==> config.mk <==
export PLATFORM = sky130hd
export DESIGN_NAME = ddr_sample_packer
export DESIGN_NICKNAME = d
export VERILOG_FILES = /design/src/rtl/ddr_pack_pkg.sv /design/src/rtl/ddr_pack_fifo2.sv /design/src/rtl/ddr_sample_packer.sv
export SDC_FILE = /design/constraint.sdc
export NUM_CORES = 1
export LEC_CHECK = 0
export CAP_MARGIN = 20
export CORE_MARGIN = 5
export CORE_UTILIZATION = 35
export DETAILED_ROUTE_END_ITERATION = 12
export PLACE_DENSITY = 0.6
export SLEW_MARGIN = 20
export SYNTH_ARGS = -nofsm -noshare
export SYNTH_HDL_FRONTEND = slang
export SYNTH_HIERARCHICAL = 1
export SYNTH_SLANG_ARGS = --single-unit
==> constraint.sdc <==
create_clock -name clk -period 4.42 [get_ports clk]
set_clock_uncertainty 0.05 [all_clocks]
set_input_delay 0.442 -clock clk [delete_from_list [all_inputs] [get_ports clk]]
set_output_delay 0.442 -clock clk [all_outputs]
set_load 0.01 [all_outputs]
==> src/rtl/ddr_pack_pkg.sv <==
// Shared constants and helpers for the DDR sample packer.
package ddr_pack_pkg;

    localparam int unsigned FIFO_DEPTH = 2;
    localparam int unsigned DROP_CNT_W = 16;

    function automatic int unsigned calc_beats(input int unsigned sample_w,
                                               input int unsigned out_w);
        return out_w / (2 * sample_w);
    endfunction

endpackage

==> src/rtl/ddr_pack_fifo2.sv <==
// Two-entry FIFO; head is a register so data stays stable while the head waits.
module ddr_pack_fifo2
    import ddr_pack_pkg::*;
#(
    parameter int unsigned WIDTH = 9
) (
    input  logic             clk,
    input  logic             areset_n,
    input  logic             push,
    input  logic [WIDTH-1:0] push_data,
    input  logic             pop,
    output logic [WIDTH-1:0] head,
    output logic             full,
    output logic             empty
);

    logic [WIDTH-1:0] head_q, tail_q;
    logic [1:0]       count_q;
    logic             rd, wr;

    assign empty = (count_q == 2'd0);
    assign full  = (count_q == 2'(FIFO_DEPTH));
    assign head  = head_q;
    assign rd    = pop && !empty;
    // A pop frees a slot in the same cycle, so a full FIFO can still accept.
    assign wr    = push && (!full || rd);

    always_ff @(posedge clk or negedge areset_n) begin
        if (!areset_n) begin
            head_q  <= '0;
            tail_q  <= '0;
            count_q <= 2'd0;
        end else begin
            case ({wr, rd})
                2'b10: begin
                    if (empty) head_q <= push_data;
                    else       tail_q <= push_data;
                    count_q <= count_q + 2'd1;
                end
                2'b01: begin
                    head_q  <= tail_q;
                    count_q <= count_q - 2'd1;
                end
                2'b11: begin
                    if (count_q == 2'd1) begin
                        head_q <= push_data;
                    end else begin
                        head_q <= tail_q;
                        tail_q <= push_data;
                    end
                end
                default: ;
            endcase
        end
    end

endmodule

==> src/rtl/ddr_sample_packer.sv <==
// Packs rise/fall sample pairs LSB-first into OUT_W-bit words behind a 2-entry FIFO.
// Optional drop counter enabled by defining DDR_PACKER_DROP_CNT_EN.
module ddr_sample_packer
    import ddr_pack_pkg::*;
#(
    parameter int unsigned SAMPLE_W = 1,
    parameter int unsigned OUT_W    = 8
) (
    input  logic                  clk,
    input  logic                  areset_n,
    input  logic                  in_valid,
    input  logic [SAMPLE_W-1:0]   d_rise,
    input  logic [SAMPLE_W-1:0]   d_fall,
    input  logic                  flush,
    input  logic                  clr_overflow,
    output logic                  out_valid,
    input  logic                  out_ready,
    output logic [OUT_W-1:0]      out_data,
    output logic                  out_partial,
    output logic                  overflow
`ifdef DDR_PACKER_DROP_CNT_EN
    ,
    output logic [DROP_CNT_W-1:0] drop_cnt
`endif
);

    localparam int unsigned BEATS = calc_beats(SAMPLE_W, OUT_W);
    localparam int unsigned CNT_W = $clog2(BEATS + 1);

    logic [CNT_W-1:0] cnt_q, cnt_inc;
    logic [OUT_W-1:0] shreg_q, packed_word;
    logic             complete, do_push, pop, drop;
    logic             fifo_full, fifo_empty;
    logic [OUT_W:0]   fifo_head;

    always_comb begin
        packed_word = shreg_q;
        if (in_valid) begin
            for (int unsigned k = 0; k < BEATS; k++) begin
                if (cnt_q == CNT_W'(k)) begin
                    packed_word[2*k*SAMPLE_W +: SAMPLE_W]     = d_rise;
                    packed_word[(2*k+1)*SAMPLE_W +: SAMPLE_W] = d_fall;
                end
            end
        end
    end

    assign cnt_inc  = cnt_q + CNT_W'(in_valid);
    assign complete = in_valid && (cnt_q == CNT_W'(BEATS - 1));
    // Flush only emits when the word holds at least one beat, including this cycle's.
    assign do_push  = complete || (flush && (cnt_inc != '0));
    assign pop      = out_valid && out_ready;
    assign drop     = do_push && fifo_full && !pop;

    ddr_pack_fifo2 #(
        .WIDTH(OUT_W + 1)
    ) u_fifo (
        .clk      (clk),
        .areset_n (areset_n),
        .push     (do_push),
        .push_data({!complete, packed_word}),
        .pop      (pop),
        .head     (fifo_head),
        .full     (fifo_full),
        .empty    (fifo_empty)
    );

    assign out_valid   = !fifo_empty;
    assign out_data    = fifo_head[OUT_W-1:0];
    assign out_partial = fifo_head[OUT_W];

    always_ff @(posedge clk or negedge areset_n) begin
        if (!areset_n) begin
            cnt_q    <= '0;
            shreg_q  <= '0;
            overflow <= 1'b0;
        end else begin
            // Clearing the shift register keeps unfilled bits of a flushed word zero.
            cnt_q   <= do_push ? '0 : cnt_inc;
            shreg_q <= do_push ? '0 : packed_word;
            if (drop)              overflow <= 1'b1;
            else if (clr_overflow) overflow <= 1'b0;
        end
    end

`ifdef DDR_PACKER_DROP_CNT_EN
    always_ff @(posedge clk or negedge areset_n) begin
        if (!areset_n) begin
            drop_cnt <= '0;
        end else if (clr_overflow) begin
            drop_cnt <= drop ? DROP_CNT_W'(1) : '0;
        end else if (drop && (drop_cnt != '1)) begin
            drop_cnt <= drop_cnt + DROP_CNT_W'(1);
        end
    end
`endif

endmodule
* Word-level counts from Yosys, hierarchy flattened
Index checks and enable logic that the tools add are counted.
Operators by class: $add $sub $neg 3, equal/unequal tests 11, mux-type cells 16, reduce and logical (&&, ||, !) cells 22
Operators by type and width (count):
- two-way mux 9 bit | 4
- case mux 9 bit (3 select lines) | 1
- case mux 9 bit (2 select lines) | 1
- two-way mux 8 bit | 2
- two-way mux 2 bit | 4
- logical AND 1 bit | 7
- == test 2 bit, second input constant | 3
- == test 3 x 2 -> 1 bit, second input constant | 2
- nonzero test 2 bit | 3
- nonzero test 3 bit | 2
- == test 2 x 1 -> 1 bit, second input constant | 2
- logical NOT 1 bit | 4
- != test 2 bit, second input constant | 2
- case mux 2 bit (2 select lines) | 1
- adder 3 x 1 -> 3 bit | 1
- == test 3 x 1 -> 1 bit, second input constant | 1
- logical NOT 3 bit | 1
- two-way mux 3 bit | 1
- AND reduction 3 bit | 1
- adder 2 x 1 -> 2 bit, second input constant | 1
- logical NOT 2 bit | 1
- logical OR 1 bit | 2
- two-way mux 1 bit | 2
- != test 2 x 1 -> 1 bit, second input constant | 1
- other kinds (2) | 2
Storage, ports and cells: register bits after elaboration 32, bits of input ports 8, logic and storage cells 58

* Longest topological paths before layout
depth in word-level cells 9, depth in mapped cells 10, gate-level depth less buffers 7

* Hierarchy
Netlist, hierarchy kept.
Modules (own cells, without submodules):
- ddr_pack_fifo2 | instances 1, cells each 92, area an instance 1002.2 um2, sequential area each 500.5 um2
- ddr_sample_packer | instances 1, cells each 53, area an instance 621.8 um2, sequential area each 300.3 um2

* Worst setup path before layout
No wires, ideal clock.
path type input port to flip-flop, start input in_valid, end register u_fifo.head_q[0], in the netlist u_fifo/head[0], data arrival time 2.241 ns, required time 4.288 ns, setup slack 2.047 ns, stages 10, buffers on the path 3, cell sequence ha_1 > ha_1 > o21ai_0 > o211ai_4 > buf_6 > and3b_1 > buf_6 > or2_0 > buf_6 > a31oi_1
On the way: cells in the longest elaborated chain, start to end 8, elaborated cells on any way between the ends 16, classes of those cells add/sub (1); eq/ne (4); mux (4); reduce/logical (7)
Ends and longest elaborated chain:
- start: declaration | line ddr_sample_packer.sv:11 | input logic in_valid,
- adder 3 x 1 -> 3 bit | line ddr_sample_packer.sv:48 | assign cnt_inc = cnt_q + CNT_W'(in_valid);
- nonzero test 3 bit | line ddr_sample_packer.sv:51 | assign do_push = complete || (flush && (cnt_inc != '0));
- logical AND 1 bit | line ddr_sample_packer.sv:51
- logical OR 1 bit * | line ddr_sample_packer.sv:51
- via do_push | line ddr_sample_packer.sv:32 | logic complete, do_push, pop, drop;
- logical AND 1 bit * | line ddr_pack_fifo2.sv:26 | assign wr = push && (!full || rd);
- == test 2 bit / == test 2 x 1 -> 1 bit (equally long branches) | line ddr_pack_fifo2.sv:34 | case ({wr, rd})
- != test 2 x 1 -> 1 bit (no source line) / nonzero test 3 bit (equally long branches)
- AND reduction 2 bit (no source line)
- end signal: assignment | line ddr_pack_fifo2.sv:36 | if (empty) head_q <= push_data;
- end signal: assignment | line ddr_pack_fifo2.sv:41 | head_q <= tail_q;
- end signal: assignment | line ddr_pack_fifo2.sv:46 | head_q <= push_data;
- end: declaration | line ddr_pack_fifo2.sv:17 | logic [WIDTH-1:0] head_q, tail_q;
Mark *: on every way through the listed nets, which the timed path passes. The rest lies on a longest branch. The select of a mux whose other input is x is not followed. A chain may end at the register's enable or synchronous reset.

* Worst setup path after layout
start input in_valid, end register u_fifo.head_q[5], in the netlist u_fifo/head[5]
The elaborated chain is that of the path after synthesis.

==> summary.md <==
| Metric | Value |
|---|---|
| Hold Crit Class | reg -> reg |
| List of most frequent post-synthesis cells | dfrtp_1 (32), mux2_2 (11), o21ai_0 (10) |
| Routed Antenna Nets | 0 |
| CTS tree | built |
| Total Neg Setup Slack | 0 ns |
| Post-synthesis register bit count | 32 |
| Pleak | 0.856 nW |
| Die width | 78.1 um |
| Count leader, synth | dfrtp_1 |
| Hold_buf cts | 0 |
| Clk pin slew, worst setup/hold paths | 0.06 ns |
| CTS root buf | clkbuf_8 |
| Antenna diodes | 0 |
| CTS sink count | 32 |
| Ys async rst share | 100% |
| Largest net degree at the start of global routing | 33 |
| TritonRoute pass-1 iters | 4 |
| Post-place setup slack | 1.23 ns |
| Port-buffer cells | 18 |
| Final critical-path required period | 2.90 ns |
| Die H | 78.1 um |
| Syn Inst Count | 145 |
| Final WL | 3.39 mm |
| Via/cell ratio | 5.42 |
| DRC viols | 0 |
| Period Utilization, post-route | 65.5% |
| Syn Area/Cell | 11.2 um2 |
| Worst-Skew Late Latency | 0.28 ns |
| Post-DP HPWL | 2.50 mm |
| Worst slew margin | 69.2% |
| Overflow after GRT | 0 |
| FF/Latch Area | 801 um2 |
| Maxcap violations | 0 |
| Area share of the largest cell type after synthesis | 49.3% |
| Crit path max fanout | 16 |
| Final Net Count | 178 |
| RD Place Congestion | 0.777 |
| Data required time at the worst endpoint | 4.50 ns |
| Seq/Total Area, Yosys | 49.3% |
| Vias in the first global route | 1162 |
| Syn Std Cell Area | 1620 um2 |
| Hold Fails Final Rpt | 0 |
| Vias | 1166 |
| Share of layout cells above drive strength 1 | 16.0% |
| Finish-stage setup viols | 0 |
| RSZ-0062 raised after global routing | false |
| Status | finished, final reports clean |
| Initial antenna violation count | 0 |
| Count of final max-slew check failures | 0 |
| Cts bufs inserted | 5 |
| Worst Setup Start Kind | primary input |
| Multi-input logic area | 749 um2 |
| Synth Flop Type | dfrtp_1 |
| Top post-synthesis cells by area | dfrtp_1 (49%), mux2_2 (7.6%), ha_1 (3.9%) |
| Longest Clk Path Bufs | 2 |
| # fillers | 427 |
| Worst VDD drop | 0.000274 V |
| Synthesized Nets | 158 |
| Synthesis-to-layout area growth | 17.1% |
| Post-synth EDFFs | 0 |
| Final worst slack | 1.52 ns |
| GRT Total Usage | 11.6% |
| WL per Instance | 15.8 um |
| WP data arrival | 2.98 ns |
| Crit end category | flip-flop |
| Crit path kind | in -> reg |
| Die area | 6100 um2 |
| Initial cell density of the core | 36.8% |
| Peak Freq | 345 MHz |
| Clock H-tree levels | 2 |
| Row count | 24 |
| Cell type with the highest aggregate area in the netlist | dfrtp_1 |
| Pwr per Cell Area | 583 nW/um2 |
| Setup repair bufs after CTS | 0 |
| Cell variety after synth | 30 |
| First-pass GRT wire length | 5.64 mm |
| Worst Tran Pin Value | 0.462 ns |
| Synth warnings | 6 |
| Ports | 19 |
| CTS resizes | 0 |
| Number of DRC markers in iteration 0 | 67 |
| Core Region | 4410 um2 |
sequential cells by signal, indices dropped and copies added, names as in the netlist:
register,flops
cnt_q,3
overflow,1
shreg_q,8
u_fifo/count_q,2
u_fifo/head,9
u_fifo/tail_q,9
path summary, 6_finish.rpt:
check	start	cells past startpoint	end	slack (ns)
max	in_valid	8	u_fifo/head[5]	1.52
max in group asynchronous	areset_n	2	cnt_q[2]	3.50
min	shreg_q[7]	2	shreg_q[7]	0.45
min reg2reg	shreg_q[7]	2	shreg_q[7]	0.45
min in group asynchronous	areset_n	2	u_fifo/head[6]	0.51
max reg2reg	cnt_q[0]	7	u_fifo/head[5]	1.77
cells by family after synthesis:
| family | share of synthesized area (%) |
|---|---|
| and+or+nand+nor | 18.4 |
| DFF | 49.3 |
| AOI/OAI and AO/OA | 9.01 |
| muxes | 13.8 |
| buffers and inverters | 4.55 |
| adders and majority gates | 3.85 |
| xor gates and xnor gates | 1.08 |
worst max-delay path, stage by stage:
cell and delay [ns]:
clkdlybuf4s50_1 0.47, ha_1 0.23, ha_1 0.19, xnor2_1 0.19, o211ai_4 0.42, and3b_1 0.43, or2_0 0.44, a31oi_1 0.16
area by class of cell:
type / count / share of cell area (%)
clock buffer: 5 / 3.62
inverter: 6 / 1.18
multi-input combinational: 100 / 39.4
sequential: 32 / 42.1
tap: 52 / 3.42
timing repair buffer: 20 / 10.3
metrics by stage:
| step | utilization, % | hold WS (ns) | instance area [um2] | cells | total power [mW] |
|---|---|---|---|---|---|
| detailed placement | 41.5 | 0.440 | 1830 | 210 | 0.919 |
| floorplan | - | 0.0964 | 1620 | 145 | 0.751 |
| CTS | 43.1 | 0.452 | 1900 | 215 | 1.12 |
| global route | 43.1 | 0.476 | 1900 | 215 | 1.18 |
| global placement | 41.5 | 0.430 | 1830 | 210 | 0.906 |
| finish | 43.1 | 0.450 | 1900 | 215 | 1.11 |
metal layers:
layer / part of all wire, % / vias to the layer above / track usage [%]
met4: 1.2 / 0 / 3.55
met3: 3.9 / 6 / 4.00
li1: - / 549 / -
met2: 49 / 19 / 19.0
met5: 0 / - / 0
met1: 46 / 592 / 14.3
power by group:
part           internal [mW]  total (mW)  switching (mW)
Clock                  0.101       0.198          0.0966
Sequential             0.381       0.433          0.0516
Combinational          0.241       0.479           0.238
cells in the final DEF, fill, tap and decap left out, types with 4 or more instances in the layout:
master           instances
nor3_1                   9
clkbuf_8                 5
ha_1                     5
inv_1                    5
mux2_4                   4
nor2b_1                  9
o21ai_0                 10
dfrtp_1                 32
mux2_2                  11
nand3_1                  9
mux2i_1                  4
nor2_1                   5
nand2_1                  7
a31oi_1                  9
clkdlybuf4s50_1         18
No activity file was read; power rests on OpenSTA's default activity.
